$ cat src/rtl/ce_gen_pkg.sv
// ce_gen_pkg -- shared constants and decode helper for the clock-enable
// generator.
//   CNT_W          : width of the free-running phase counter
//   CE7*_PH        : pixel-clock (7 MHz) phases on cnt[1:0]
//   PSG_PH         : PSG (1.77 MHz) phase on the full counter
//   CPU_*_PH       : CPU 3.5 MHz phases on cnt[2:0] (sample / rise / fall)
//   TRB_*_PH       : CPU 7 MHz (turbo) phases, compared against {0,cnt[1:0]}
//   MODE_SW_PH     : only phase where the effective turbo mode may change
package ce_gen_pkg;

  localparam int CNT_W = 4;

  localparam logic [1:0]       CE7P_PH = 2'b01;
  localparam logic [1:0]       CE7N_PH = 2'b11;
  localparam logic [CNT_W-1:0] PSG_PH  = 4'hF;

  localparam logic [2:0] CPU_SMP_PH = 3'b010;
  localparam logic [2:0] CPU_P_PH   = 3'b011;
  localparam logic [2:0] CPU_N_PH   = 3'b111;

  localparam logic [2:0] TRB_SMP_PH = 3'b000;
  localparam logic [2:0] TRB_P_PH   = 3'b001;
  localparam logic [2:0] TRB_N_PH   = 3'b011;

  localparam logic [2:0] MODE_SW_PH = 3'b111;

  // CPU phase decode for one counter value: contend-sample slot, rising
  // enable slot, falling enable slot.
  typedef struct packed {
    logic smp;
    logic p;
    logic n;
  } cpu_dec_t;

  function automatic cpu_dec_t cpu_decode(input logic [2:0] ph, input logic trb);
    cpu_dec_t d;
    logic [2:0] tph;
    tph = {1'b0, ph[1:0]};
    if (trb) begin
      d.smp = (tph == TRB_SMP_PH);
      d.p   = (tph == TRB_P_PH);
      d.n   = (tph == TRB_N_PH);
    end else begin
      d.smp = (ph == CPU_SMP_PH);
      d.p   = (ph == CPU_P_PH);
      d.n   = (ph == CPU_N_PH);
    end
    return d;
  endfunction

endpackage

$ cat src/rtl/ce_gen.sv
// ce_gen -- clock-enable generator for a 28.333 MHz master clock.
// Produces 1-clock-wide enables for the 7 MHz pixel clock, the 3.5 MHz
// (or 7 MHz turbo) CPU clock with contention stretching, and the 1.77 MHz
// PSG, plus a level image of the emulated CPU clock.
// Build option: define TURBO_EN to add the turbo input and 7 MHz CPU mode.
// Ports:
//   clock   : master clock (only clock in the block)
//   reset   : asynchronous, active-high reset
//   contend : contention request; 1 = stretch the CPU clock by one period
//   turbo   : (TURBO_EN only) request 7 MHz CPU enables
//   ce7p/ce7n   : pixel-clock rising / falling phase enables
//   ce35p/ce35n : CPU clock rising / falling phase enables
//   ce175   : PSG enable
//   cpuclk  : level image of the CPU clock
module ce_gen
  import ce_gen_pkg::*;
(
  input  logic clock,
  input  logic reset,
  input  logic contend,
`ifdef TURBO_EN
  input  logic turbo,
`endif
  output logic ce7p,
  output logic ce7n,
  output logic ce35p,
  output logic ce35n,
  output logic ce175,
  output logic cpuclk
);

  logic [CNT_W-1:0] cnt_q, cnt_d;
  logic ce7p_q, ce7p_d, ce7n_q, ce7n_d;
  logic ce35p_q, ce35p_d, ce35n_q, ce35n_d;
  logic ce175_q, ce175_d;
  logic cpuclk_q, cpuclk_d;
  logic stall_q, stall_d;
  logic turbo_q, turbo_d;
  cpu_dec_t dec_cur, dec_nxt;

`ifdef TURBO_EN
  // Mode only changes at the end of a full 3.5 MHz period with no stretch
  // in flight, so neither mode sees a truncated or doubled phase.
  always_comb begin
    turbo_d = turbo_q;
    if (cnt_q[2:0] == MODE_SW_PH && !stall_q) turbo_d = turbo;
  end

  always_ff @(posedge clock or posedge reset) begin
    if (reset) turbo_q <= 1'b0;
    else       turbo_q <= turbo_d;
  end
`else
  assign turbo_d = 1'b0;
  assign turbo_q = 1'b0;
`endif

  always_comb begin
    cnt_d   = cnt_q + 1'b1;
    dec_cur = cpu_decode(cnt_q[2:0], turbo_q);

    // Stretch: latched from contend at the sample slot, held through the
    // suppressed rise and fall, dropped in the slot of the suppressed fall.
    // contend is not looked at while a stretch is active.
    stall_d = stall_q;
    if (stall_q) begin
      if (dec_cur.n) stall_d = 1'b0;
    end else if (dec_cur.smp) begin
      stall_d = contend;
    end

    // Outputs are registered from the next counter value so each pulse is
    // high in exactly the cycle where cnt holds its decode value.
    dec_nxt = cpu_decode(cnt_d[2:0], turbo_d);
    ce7p_d  = (cnt_d[1:0] == CE7P_PH);
    ce7n_d  = (cnt_d[1:0] == CE7N_PH);
    ce175_d = (cnt_d == PSG_PH);
    ce35p_d = dec_nxt.p && !stall_d;
    ce35n_d = dec_nxt.n && !stall_d;

    // During a stretch cpuclk rises where the suppressed rise would have
    // taken it and then holds high until the next real falling enable.
    cpuclk_d = cpuclk_q;
    if (ce35p_q || stall_q) cpuclk_d = 1'b1;
    else if (ce35n_q)       cpuclk_d = 1'b0;
  end

  always_ff @(posedge clock or posedge reset) begin
    if (reset) begin
      cnt_q    <= '0;
      ce7p_q   <= 1'b0;
      ce7n_q   <= 1'b0;
      ce35p_q  <= 1'b0;
      ce35n_q  <= 1'b0;
      ce175_q  <= 1'b0;
      cpuclk_q <= 1'b1;
      stall_q  <= 1'b0;
    end else begin
      cnt_q    <= cnt_d;
      ce7p_q   <= ce7p_d;
      ce7n_q   <= ce7n_d;
      ce35p_q  <= ce35p_d;
      ce35n_q  <= ce35n_d;
      ce175_q  <= ce175_d;
      cpuclk_q <= cpuclk_d;
      stall_q  <= stall_d;
    end
  end

  assign ce7p   = ce7p_q;
  assign ce7n   = ce7n_q;
  assign ce35p  = ce35p_q;
  assign ce35n  = ce35n_q;
  assign ce175  = ce175_q;
  assign cpuclk = cpuclk_q;

endmodule

$ cat config.mk
export PLATFORM = sky130hd
export DESIGN_NAME = ce_gen
export DESIGN_NICKNAME = d
export VERILOG_FILES = /design/src/rtl/ce_gen_pkg.sv /design/src/rtl/ce_gen.sv
export SDC_FILE = /design/constraint.sdc
export NUM_CORES = 1
export LEC_CHECK = 0
export CELL_PAD_IN_SITES_DETAIL_PLACEMENT = 1
export CELL_PAD_IN_SITES_GLOBAL_PLACEMENT = 2
export CORE_MARGIN = 5
export CORE_UTILIZATION = 33
export CTS_CLUSTER_SIZE = 20
export DETAILED_ROUTE_END_ITERATION = 7
export PLACE_DENSITY_LB_ADDON = 0.15
export SKIP_CTS_REPAIR_TIMING = 1
export SYNTH_ARGS = -nofsm -noshare
export SYNTH_HDL_FRONTEND = slang
export SYNTH_SLANG_ARGS = --single-unit
$ cat constraint.sdc
create_clock -name clock -period 2.8 [get_ports clock]
set_input_delay 0.56 -clock clock [delete_from_list [all_inputs] [get_ports clock]]
set_output_delay 0.56 -clock clock [all_outputs]
set_load 0.1 [all_outputs]
After elaboration in Yosys (flattened, before gate mapping)
Cells that the tools add are included.

$add $sub $neg: 1. Reductions and logical operators: 5. Multiplexer cells: 5. Equal/unequal tests: 7.

Operators by type and width (count): 3-bit by 2-bit == test with 1-bit output, second input constant (2); 3-bit == test, second input constant (2); 1-bit 2-to-1 mux (5); 4-bit by 1-bit adder with 4-bit output, second input constant (1); 4-bit == test, second input constant (1); 2-bit by 1-bit == test with 1-bit output, second input constant (1); 2-bit == test, second input constant (1); 1-bit logical AND (2); 2-bit nonzero test (1); 1-bit logical NOT (1); 1-bit logical OR (1).

Word-level logic and storage cells: 26. Output and inout bits: 6. Register bits: 11. Input bits: 3.

Logic depth before layout (Yosys ltp)
Gate-level depths: netlist of run 1.

Depth after elaboration: 5. Depth in mapped cells: 4. Mapped depth without buffers: 4.

Worst setup path before layout of run 1
Ideal clock, no wire load.

Kind: flip-flop to output port. Start point: reg ce35p_q (netlist: ce35p). End point: out ce35p. Path buffers: 0. Data required time: 2.240 ns. Slack: 1.342 ns. Stages on the path, launching flop included: 1. Data arrival time: 0.898 ns. Cells stage by stage: dfrtp_1.

RTL lines: start, declared (line ce_gen.sv:34) `logic ce35p_q, ce35p_d, ce35n_q, ce35n_d;`; start signal, assigned (line ce_gen.sv:102) `ce35p_q <= ce35p_d;`; end, declared (line ce_gen.sv:26) `output logic ce35p,`.

No word-level cell between the ends.

Worst setup path in the final report of run 1
Start point: reg cpuclk_q (netlist: cpuclk). End point: out cpuclk.

RTL lines: start, declared (line ce_gen.sv:36) `logic cpuclk_q, cpuclk_d;`; start signal, assigned (line ce_gen.sv:105) `cpuclk_q <= cpuclk_d;`; end, declared (line ce_gen.sv:29) `output logic cpuclk`.

No word-level cell between the ends.

==> flow_summary.ini, run 1 <==
[status]
status = completed

[power]
sw_frac_of_total_pct = 21.6
clockPowerShare_pct = 37.6
p_per_area_nw_per_um2 = 496
intPower_w = 0.000220
combPwrFrac_pct = 5.1
peakVddDrop_mv = 0.177
power_leakage_nw = 0.298
pwr-share-seq_pct = 57.3
netSwitchingPower_w = 0.0000606

[yosys]
yosysSeqAreaShare_pct = 60.9
postSynthAreaPerCell_sq_um = 13.8
synth_cells = 33
ys_ff_latch = 11
ys_types = 16
synth_area_sq_um = 454
ys_warn_count = 0
syn_nets = 41

[grt]
antenna_found_initial = 0
grt_use_total_pct = 9.40
grt_pass1_vias = 323
grt_max_degree = 12
grt_pass1_wl_microns = 1320
overflow = 0

[placement]
dp_slack_ns = 1.24
place.gp.congestion = 0.745
dpl.hpwl_microns = 616
port_buffers = 8

[layout]
final_layout_size_suffix_gt1_share_pct = 24.4
diodes = 0
syn2layout_area_growth_pct = 24.2
nets = 54
layout_common_cells = 10 x dfrtp_1, 6 x buf_4, 5 x ha_1
final_common_cell = dfrtp_1
n_fill_cell = 145

[die]
dieArea_sq_um = 2220
rows = 13
start_util_pct = 34.9
die_h_microns = 47.1
core_sq_um = 1300
boundaryPins = 9
die_w_microns = 47.1

[sta]
period_share_pct = 58.5
slew_violations = 0
fmax_mhz = 611
finalHoldViolations = 0
tns_ns = 0
setup_viol = 0
rsz0062_at_grt = no
slew_headroom_pct = 72.5
finClkSkew_ns = 0.000874
tightest_slew_ns = 0.412
post-route-worst-setup-slack_ns = 1.16
finalCriticalPeriod_ns = 1.64

[min_path]
hold_path_class = reg -> reg

[route]
drt_pass1_iterations = 1
via_count = 268
wl_microns = 789
dr.first_iter.drc_count = 0
vias_per_cell = 4.47
ant_nets = 0
drcViolationCount = 0
wl_per_cell_microns = 13.2

[setup_path]
crit_buf_inv = 1
crit_fanout = 2
slowest_delay_ns = 0.53
worstSetupStartpointType = flop
critPathCaptureType = output pin
crit_chain = buf_4
required_ns = 2.24
cpMaxStageDelayCell = dfstp_2
crit_family = flip-flops
worstSetupPathType = reg -> out
worstPathArrival_ns = 1.08

[clock_network]
clk_latency_ns = 0.26
cts_sinks = 11
numCtsBuffers = 3
clockBufferDepth = 2
path_clk_slew_ns = 0.07
cts_htree_levels = 1
cts_tree = built
cts_root_buf = clkbuf_4

[job]
maxCapViolations = 0
-- through the flow --
step | cells | hold slack [ns] | area, sq um | total power [W] | util (%)
finish | 60 | 0.423 | 564 | 0.000280 | 43.4
global route | 60 | 0.433 | 564 | 0.000295 | 43.4
CTS | 60 | 0.431 | 564 | 0.000286 | 43.4
detailed placement | 56 | 0.427 | 538 | 0.000178 | 41.3
global placement | 56 | 0.398 | 538 | 0.000178 | 41.3
floorplan | 33 | 0.412 | 454 | 0.000173 | -
-- layer usage --
metal,routed length [microns],GRT usage (%),vias to the layer above
met5,0,0,-
met4,0,6.63,0
met3,52,3.45,0
met2,411,16.0,6
met1,325,9.39,128
li1,-,-,134
-- registers in the layout (all words and copies together), names as in the netlist --
name	flops
cnt_q	4
ce7p	1
stall_q	1
cpuclk	1
ce35p	1
ce7n	1
ce175	1
ce35n	1
-- power by group through the flow --
stage	Combinational, W	Clock, W	Sequential, W
final	0.0000142	0.000105	0.000161
after floorplan	0.00000368	0	0.000169
after detailed placement	0.0000146	0	0.000164
after CTS	0.0000147	0.000111	0.000161
after global routing	0.0000154	0.000119	0.000161
after global placement	0.0000141	0	0.000164
-- cell usage after synthesis --
| master | number | area share [%] |
|---|---|---|
| nand2_1 | 1 | 0.83 |
| ha_1 | 5 | 14 |
| xnor2_1 | 1 | 1.9 |
| inv_1 | 4 | 3.3 |
| dfstp_2 | 1 | 5.8 |
| or2_1 | 1 | 1.4 |
| nor3_1 | 1 | 1.1 |
| nor2b_1 | 1 | 1.4 |
| o21ai_1 | 1 | 1.1 |
| nor4b_1 | 1 | 1.9 |
| nand3b_1 | 1 | 1.7 |
| mux2i_1 | 1 | 2.2 |
| dfrtp_1 | 10 | 55 |
| nor2_1 | 1 | 0.83 |
| nor4bb_4 | 1 | 5.5 |
| nand3_1 | 2 | 2.2 |
-- final timing paths --
path	start	end	slack [ns]	cells after the start
hold reg to reg	ce35n	cpuclk	0.42	1
setup reg to reg	cnt_q[1]	ce35p	1.37	3
hold / removal	ce35n	cpuclk	0.42	1
min in group asynchronous	reset	ce7n	0.59	2
setup / recovery	cpuclk	cpuclk	1.16	1
max in group asynchronous	reset	cpuclk	1.89	2
-- cells by family after synthesis --
logic type / share of synthesized area [%]
adders and majority gates: 13.8
muxes: 2.20
DFF: 60.9
xor gates and xnor gates: 1.93
and+or+nand+nor: 16.8
buffers and inverters: 3.30
AOI/OAI and AO/OA: 1.10
-- cell type report --
cell class / count / area (sq um) / area share (%)
sequential: 11 / 277 / 49.0
multi-input combinational: 18 / 163 / 28.8
timing repair buffer: 8 / 65.1 / 11.5
clock buffer: 4 / 26.3 / 4.66
tap: 15 / 18.8 / 3.33
inverter: 4 / 15.0 / 2.66
Power figures use the tool's default switching activity.
==> run 2: changes to the inputs <==
--- a/config.mk
+++ b/config.mk
@@ -8,7 +8,7 @@
 export CELL_PAD_IN_SITES_DETAIL_PLACEMENT = 1
 export CELL_PAD_IN_SITES_GLOBAL_PLACEMENT = 2
 export CORE_MARGIN = 5
-export CORE_UTILIZATION = 33
+export CORE_UTILIZATION = 28
 export CTS_CLUSTER_SIZE = 20
 export DETAILED_ROUTE_END_ITERATION = 7
 export PLACE_DENSITY_LB_ADDON = 0.15
==> constraint.sdc (replaced) <==
create_clock -name clock -period 1.4 [get_ports clock]
set_input_delay 0.28 -clock clock [delete_from_list [all_inputs] [get_ports clock]]
set_output_delay 0.28 -clock clock [all_outputs]
set_load 0.1 [all_outputs]
==> run 2 against run 1 <==
Total power is 100% higher; register-to-register slack got worse by 1.3 ns; design area increased by 17%; via count is 2.6% higher; sequential power is 100% higher; critical path depth grew 3; clock-buffer cell count did not move; sequential share of layout area is 7.1 points lower; clock skew up 0.0022 ns; die area increased by 14%; critical path type is now reg -> reg; critical endpoint is now ce35n; largest cell class unchanged; largest power group unchanged.
==> flow_summary.ini, run 2 (synthesis gave the netlist of run 1 again) <==
[die]
dieArea_sq_um = 2530
die_h_microns = 50.3
start_util_pct = 29.8
boundaryPins = 9
core_sq_um = 1520
die_w_microns = 50.3
rows = 14

[setup_path]
crit_chain = ha_1 -> ha_4 -> nand2_1 -> nor3_1
worstSetupPathType = reg -> reg
worstPathArrival_ns = 1.46
crit_buf_inv = 0
critPathCaptureType = flop
crit_fanout = 5
slowest_delay_ns = 0.39
cpMaxStageDelayCell = dfrtp_1
required_ns = 1.58
worstSetupStartpointType = flop
crit_family = adder cells

[clock_network]
path_clk_slew_ns = 0.07
clk_latency_ns = 0.27
cts_sinks = 11
cts_htree_levels = 1
cts_root_buf = clkbuf_4
cts_tree = built
numCtsBuffers = 3
clockBufferDepth = 2

[grt]
grt_max_degree = 12
grt_pass1_wl_microns = 1410
antenna_found_initial = 0
grt_pass1_vias = 324
overflow = 0
grt_use_total_pct = 7.57

[power]
peakVddDrop_mv = 0.581
p_per_area_nw_per_um2 = 863
power_leakage_nw = 0.324

[layout]
diodes = 0
largest_register = cnt_q
final_cell_area_sq_um = 661
final_layout_size_suffix_gt1_share_pct = 28.3
layout_common_cells = 10 x dfrtp_1, 6 x buf_12, 4 x inv_1, 4 x ha_1, 3 x clkbuf_4
syn2layout_area_growth_pct = 45.5
final_common_cell = dfrtp_1
nets = 55
largest_reg_flops = 4
n_fill_cell = 158

[min_path]
hold_path_class = in -> async

[placement]
dpl.hpwl_microns = 620
port_buffers = 8
place.gp.congestion = 0.673
dpl-instance-area_sq_um = 622

[sta]
hold_slack_ns = 0.297
slew_headroom_pct = 72.1
fmax_mhz = 776
rsz0062_at_grt = no
setup_viol = 0
tightest_slew_ns = 0.418
finClkSkew_ns = 0.00307
tns_ns = 0
slew_violations = 0
finalCriticalPeriod_ns = 1.29
period_share_pct = 92.0
finalHoldViolations = 0

[route]
ant_nets = 0
via_count = 275
wl_per_cell_microns = 12.7
vias_per_cell = 4.44
drcViolationCount = 0
drt_pass1_iterations = 3
dr.first_iter.drc_count = 3
wl_microns = 788

[job]
maxCapViolations = 0

[status]
status = completed
## run 2: cell types whose count changed in the layout (fill, tap and decap cells not counted), sizes merged
cell / change
buf: +1
## run 2: final timing paths
kind	from	endpoint	slack [ns]	cells past startpoint
max in group asynchronous	reset	cpuclk	0.78	2
worst min-delay path	reset	ce7n	0.30	2
worst max register to register	cnt_q[0]	ce35n	0.11	4
min in group clock	ce35n	cpuclk	0.48	1
worst max-delay path	cnt_q[0]	ce35n	0.11	4
worst min register to register	ce35n	cpuclk	0.48	1
## run 2: report_power, final
| part | total (W) | switching (W) | internal (W) |
|---|---|---|---|
| Sequential | 0.000322 | 0.00000169 | 0.000320 |
| Clock | 0.000216 | 0.000105 | 0.000110 |
| Combinational | 0.0000322 | 0.0000194 | 0.0000127 |
| Total | 0.000570 | 0.000126 | 0.000444 |
## run 2: cell type report
| class | count | area, sq um | share of cell area (%) |
|---|---|---|---|
| Timing Repair Buffer | 9 | 148 | 22.3 |
| Tap cell | 16 | 20.0 | 3.03 |
| Sequential cell | 11 | 277 | 41.9 |
| Clock buffer | 4 | 26.3 | 3.98 |
| Multi-Input combinational cell | 18 | 175 | 26.5 |
| Inverter | 4 | 15.0 | 2.27 |
## run 2: metrics by stage
step / instances / util [%] / setup WS, ns / power, W
global placement: 58 / 40.8 / 0.0989 / 0.000361
finish: 62 / 43.3 / 0.112 / 0.000570
floorplan: 33 / - / 0.125 / 0.000346
detailed placement: 58 / 40.8 / 0.0672 / 0.000361
global route: 62 / 43.3 / 0.0246 / 0.000589
CTS: 62 / 42.5 / 0.0442 / 0.000581
## run 2: per-layer routing
| metal | global-route usage [%] | wire [microns] | vias up |
|---|---|---|---|
| li1 | - | - | 134 |
| met3 | 3.55 | 55 | 2 |
| met5 | 0 | 0 | - |
| met1 | 8.24 | 318 | 131 |
| met4 | 3.93 | 19 | 0 |
| met2 | 12.1 | 394 | 8 |
==> run 3: changes to the inputs <==
--- a/config.mk
+++ b/config.mk
@@ -8,11 +8,11 @@
 export CELL_PAD_IN_SITES_DETAIL_PLACEMENT = 1
 export CELL_PAD_IN_SITES_GLOBAL_PLACEMENT = 2
 export CORE_MARGIN = 5
-export CORE_UTILIZATION = 28
+export CORE_UTILIZATION = 33
 export CTS_CLUSTER_SIZE = 20
 export DETAILED_ROUTE_END_ITERATION = 7
 export PLACE_DENSITY_LB_ADDON = 0.15
-export SKIP_CTS_REPAIR_TIMING = 1
+export SETUP_SLACK_MARGIN = 0.15
 export SYNTH_ARGS = -nofsm -noshare
 export SYNTH_HDL_FRONTEND = slang
 export SYNTH_SLANG_ARGS = --single-unit
==> constraint.sdc (replaced) <==
create_clock -name clock -period 1.55 [get_ports clock]
set_input_delay 0.31 -clock clock [delete_from_list [all_inputs] [get_ports clock]]
set_output_delay 0.31 -clock clock [all_outputs]
set_load 0.1 [all_outputs]
==> run 3 against run 2 <==
Register-to-register slack better by 0.15 ns; die area is 12% lower; clock skew is 0.0043 ns higher; first-iteration DRC count is 100% lower; setup slack better by 0.13 ns; clock power is 11% lower; sequential share of layout area is 0.32 points higher; core utilization is 7.0 points higher; worst hold slack better by 0.038 ns; sequential cell count stayed put; via count is 1.5% lower; largest cell class unchanged; largest power group unchanged.
==> flow_summary.ini, run 3 (synthesis gave the netlist of run 1 again) <==
[placement]
port_buffers = 8
dpl-instance-area_sq_um = 613
place.gp.congestion = 0.767
dpl.hpwl_microns = 592

[die]
core_sq_um = 1300
start_util_pct = 34.9
die_h_microns = 47.1
dieArea_sq_um = 2220
boundaryPins = 9
die_w_microns = 47.1
rows = 13

[setup_path]
worstPathArrival_ns = 1.00
crit_buf_inv = 1
crit_cells = 1
worstSetupStartpointType = flop
r2r_setup_slack_ns = 0.26
critPathLaunch = cpuclk
r2r_end = ce35n
slowest_delay_ns = 0.56
crit_family = flip-flops
crit_fanout = 2
worstSetupPathType = reg -> out
cpMaxStageDelayCell = dfstp_2
r2r_start = cnt_q[1]
required_ns = 1.24
r2r_cells = 4
critPathCaptureType = output pin
crit_end = cpuclk
crit_chain = buf_12

[sta]
fmax_mhz = 762
tightest_slew_ns = 0.410
period_share_pct = 84.6
finClkSkew_ns = 0.00740
tns_ns = 0
slew_headroom_pct = 72.6
finalHoldViolations = 0
rsz0062_at_grt = no
setup_viol = 0
slew_violations = 0
finalCriticalPeriod_ns = 1.31

[power]
netSwitchingPower_w = 0.000112
sw_frac_of_total_pct = 21.8
intPower_w = 0.000400
peakVddDrop_mv = 0.308
power_w = 0.000512
clockPowerShare_pct = 37.6
pwr-share-seq_pct = 56.8
power_leakage_nw = 0.326
combPwrFrac_pct = 5.7
p_per_area_nw_per_um2 = 782

[route]
vias_per_cell = 4.44
wl_microns = 742
via_count = 271
drcViolationCount = 0
wl_per_cell_microns = 12.2
dr.first_iter.drc_count = 0
drt_pass1_iterations = 1
ant_nets = 0

[grt]
grt_use_total_pct = 10.2
overflow = 0
grt_max_degree = 12
grt_pass1_vias = 295
antenna_found_initial = 0
grt_pass1_wl_microns = 1350

[layout]
seqCellArea_sq_um = 277
final_layout_size_suffix_gt1_share_pct = 30.4
multi_input_comb_area_sq_um = 171
diodes = 0
syn2layout_area_growth_pct = 44.4
largest_reg_flops = 4
final_util_pct = 50.4
n_fill_cell = 136
final_common_cell = dfrtp_1
layout_common_cells = 10 x dfrtp_1, 6 x buf_12, 4 x inv_1, 4 x ha_1, 3 x clkbuf_4
final_cell_area_sq_um = 656
largest_register = cnt_q
nets = 55

[clock_network]
cts_htree_levels = 1
numCtsBuffers = 3
path_clk_slew_ns = 0.07
clk_latency_ns = 0.27
clockBufferDepth = 2
cts_tree = built
cts_root_buf = clkbuf_4
cts_sinks = 11
hold_buffers = 0

[status]
status = completed

[job]
maxCapViolations = 0

[min_path]
hold_path_class = in -> async
==> run 3: cell counts in the layout (fill, tap and decap cells not counted) <==
Identical to the previous run, type by type.
==> run 3: worst min-delay path by stage <==
stage                     startpoint  endpoint  cells after the start
after global routing           reset     ce35n                      2
final                          reset     ce35p                      2
after global placement         ce35n    cpuclk                      1
after CTS                      reset     ce35p                      2
after floorplan                reset     ce175                      1
after detailed placement       ce35n    cpuclk                      1
==> run 3: stage by stage <==
| stage | worst slack, ns | hold slack, ns | std cells |
|---|---|---|---|
| after floorplan | 0.275 | 0.162 | 33 |
| after global placement | 0.240 | 0.461 | 56 |
| after detailed placement | 0.169 | 0.467 | 56 |
| after CTS | 0.200 | 0.341 | 60 |
| after global routing | 0.179 | 0.373 | 61 |
| final | 0.238 | 0.334 | 61 |
==> run 3: repair_timing <==
| action | CTS | global route |
|---|---|---|
| hold endpoints to repair | 0 | 0 |
| setup endpoints to repair | 1 | 3 |
| setup buffers | 0 | 1 |
| pin swaps | 0 | 1 |
| gates resized for setup | 1 | 1 |
==> run 3: cell type report <==
cell class | instances | area share [%]
Inverter | 4 | 2.29
Multi-Input combinational cell | 18 | 26.1
Timing Repair Buffer | 9 | 22.5
Clock buffer | 4 | 4.01
Tap cell | 15 | 2.86
Sequential cell | 11 | 42.2
==> run 3: metal layers <==
layer	vias to the layer above	track usage, %	part of all wire, %
met5	-	0	0
met4	0	11.6	5.4
met3	4	4.60	6.2
met2	8	14.1	48
met1	126	10.5	40
li1	133	-	-
==> run 3: power groups by stage <==
stage	Sequential (W)	Clock [W]	Combinational, W
final	0.000291	0.000193	0.0000290
after global routing	0.000291	0.000217	0.0000311
after CTS	0.000291	0.000201	0.0000295
after detailed placement	0.000296	0	0.0000295
after global placement	0.000296	0	0.0000292
after floorplan	0.000306	0	0.00000665
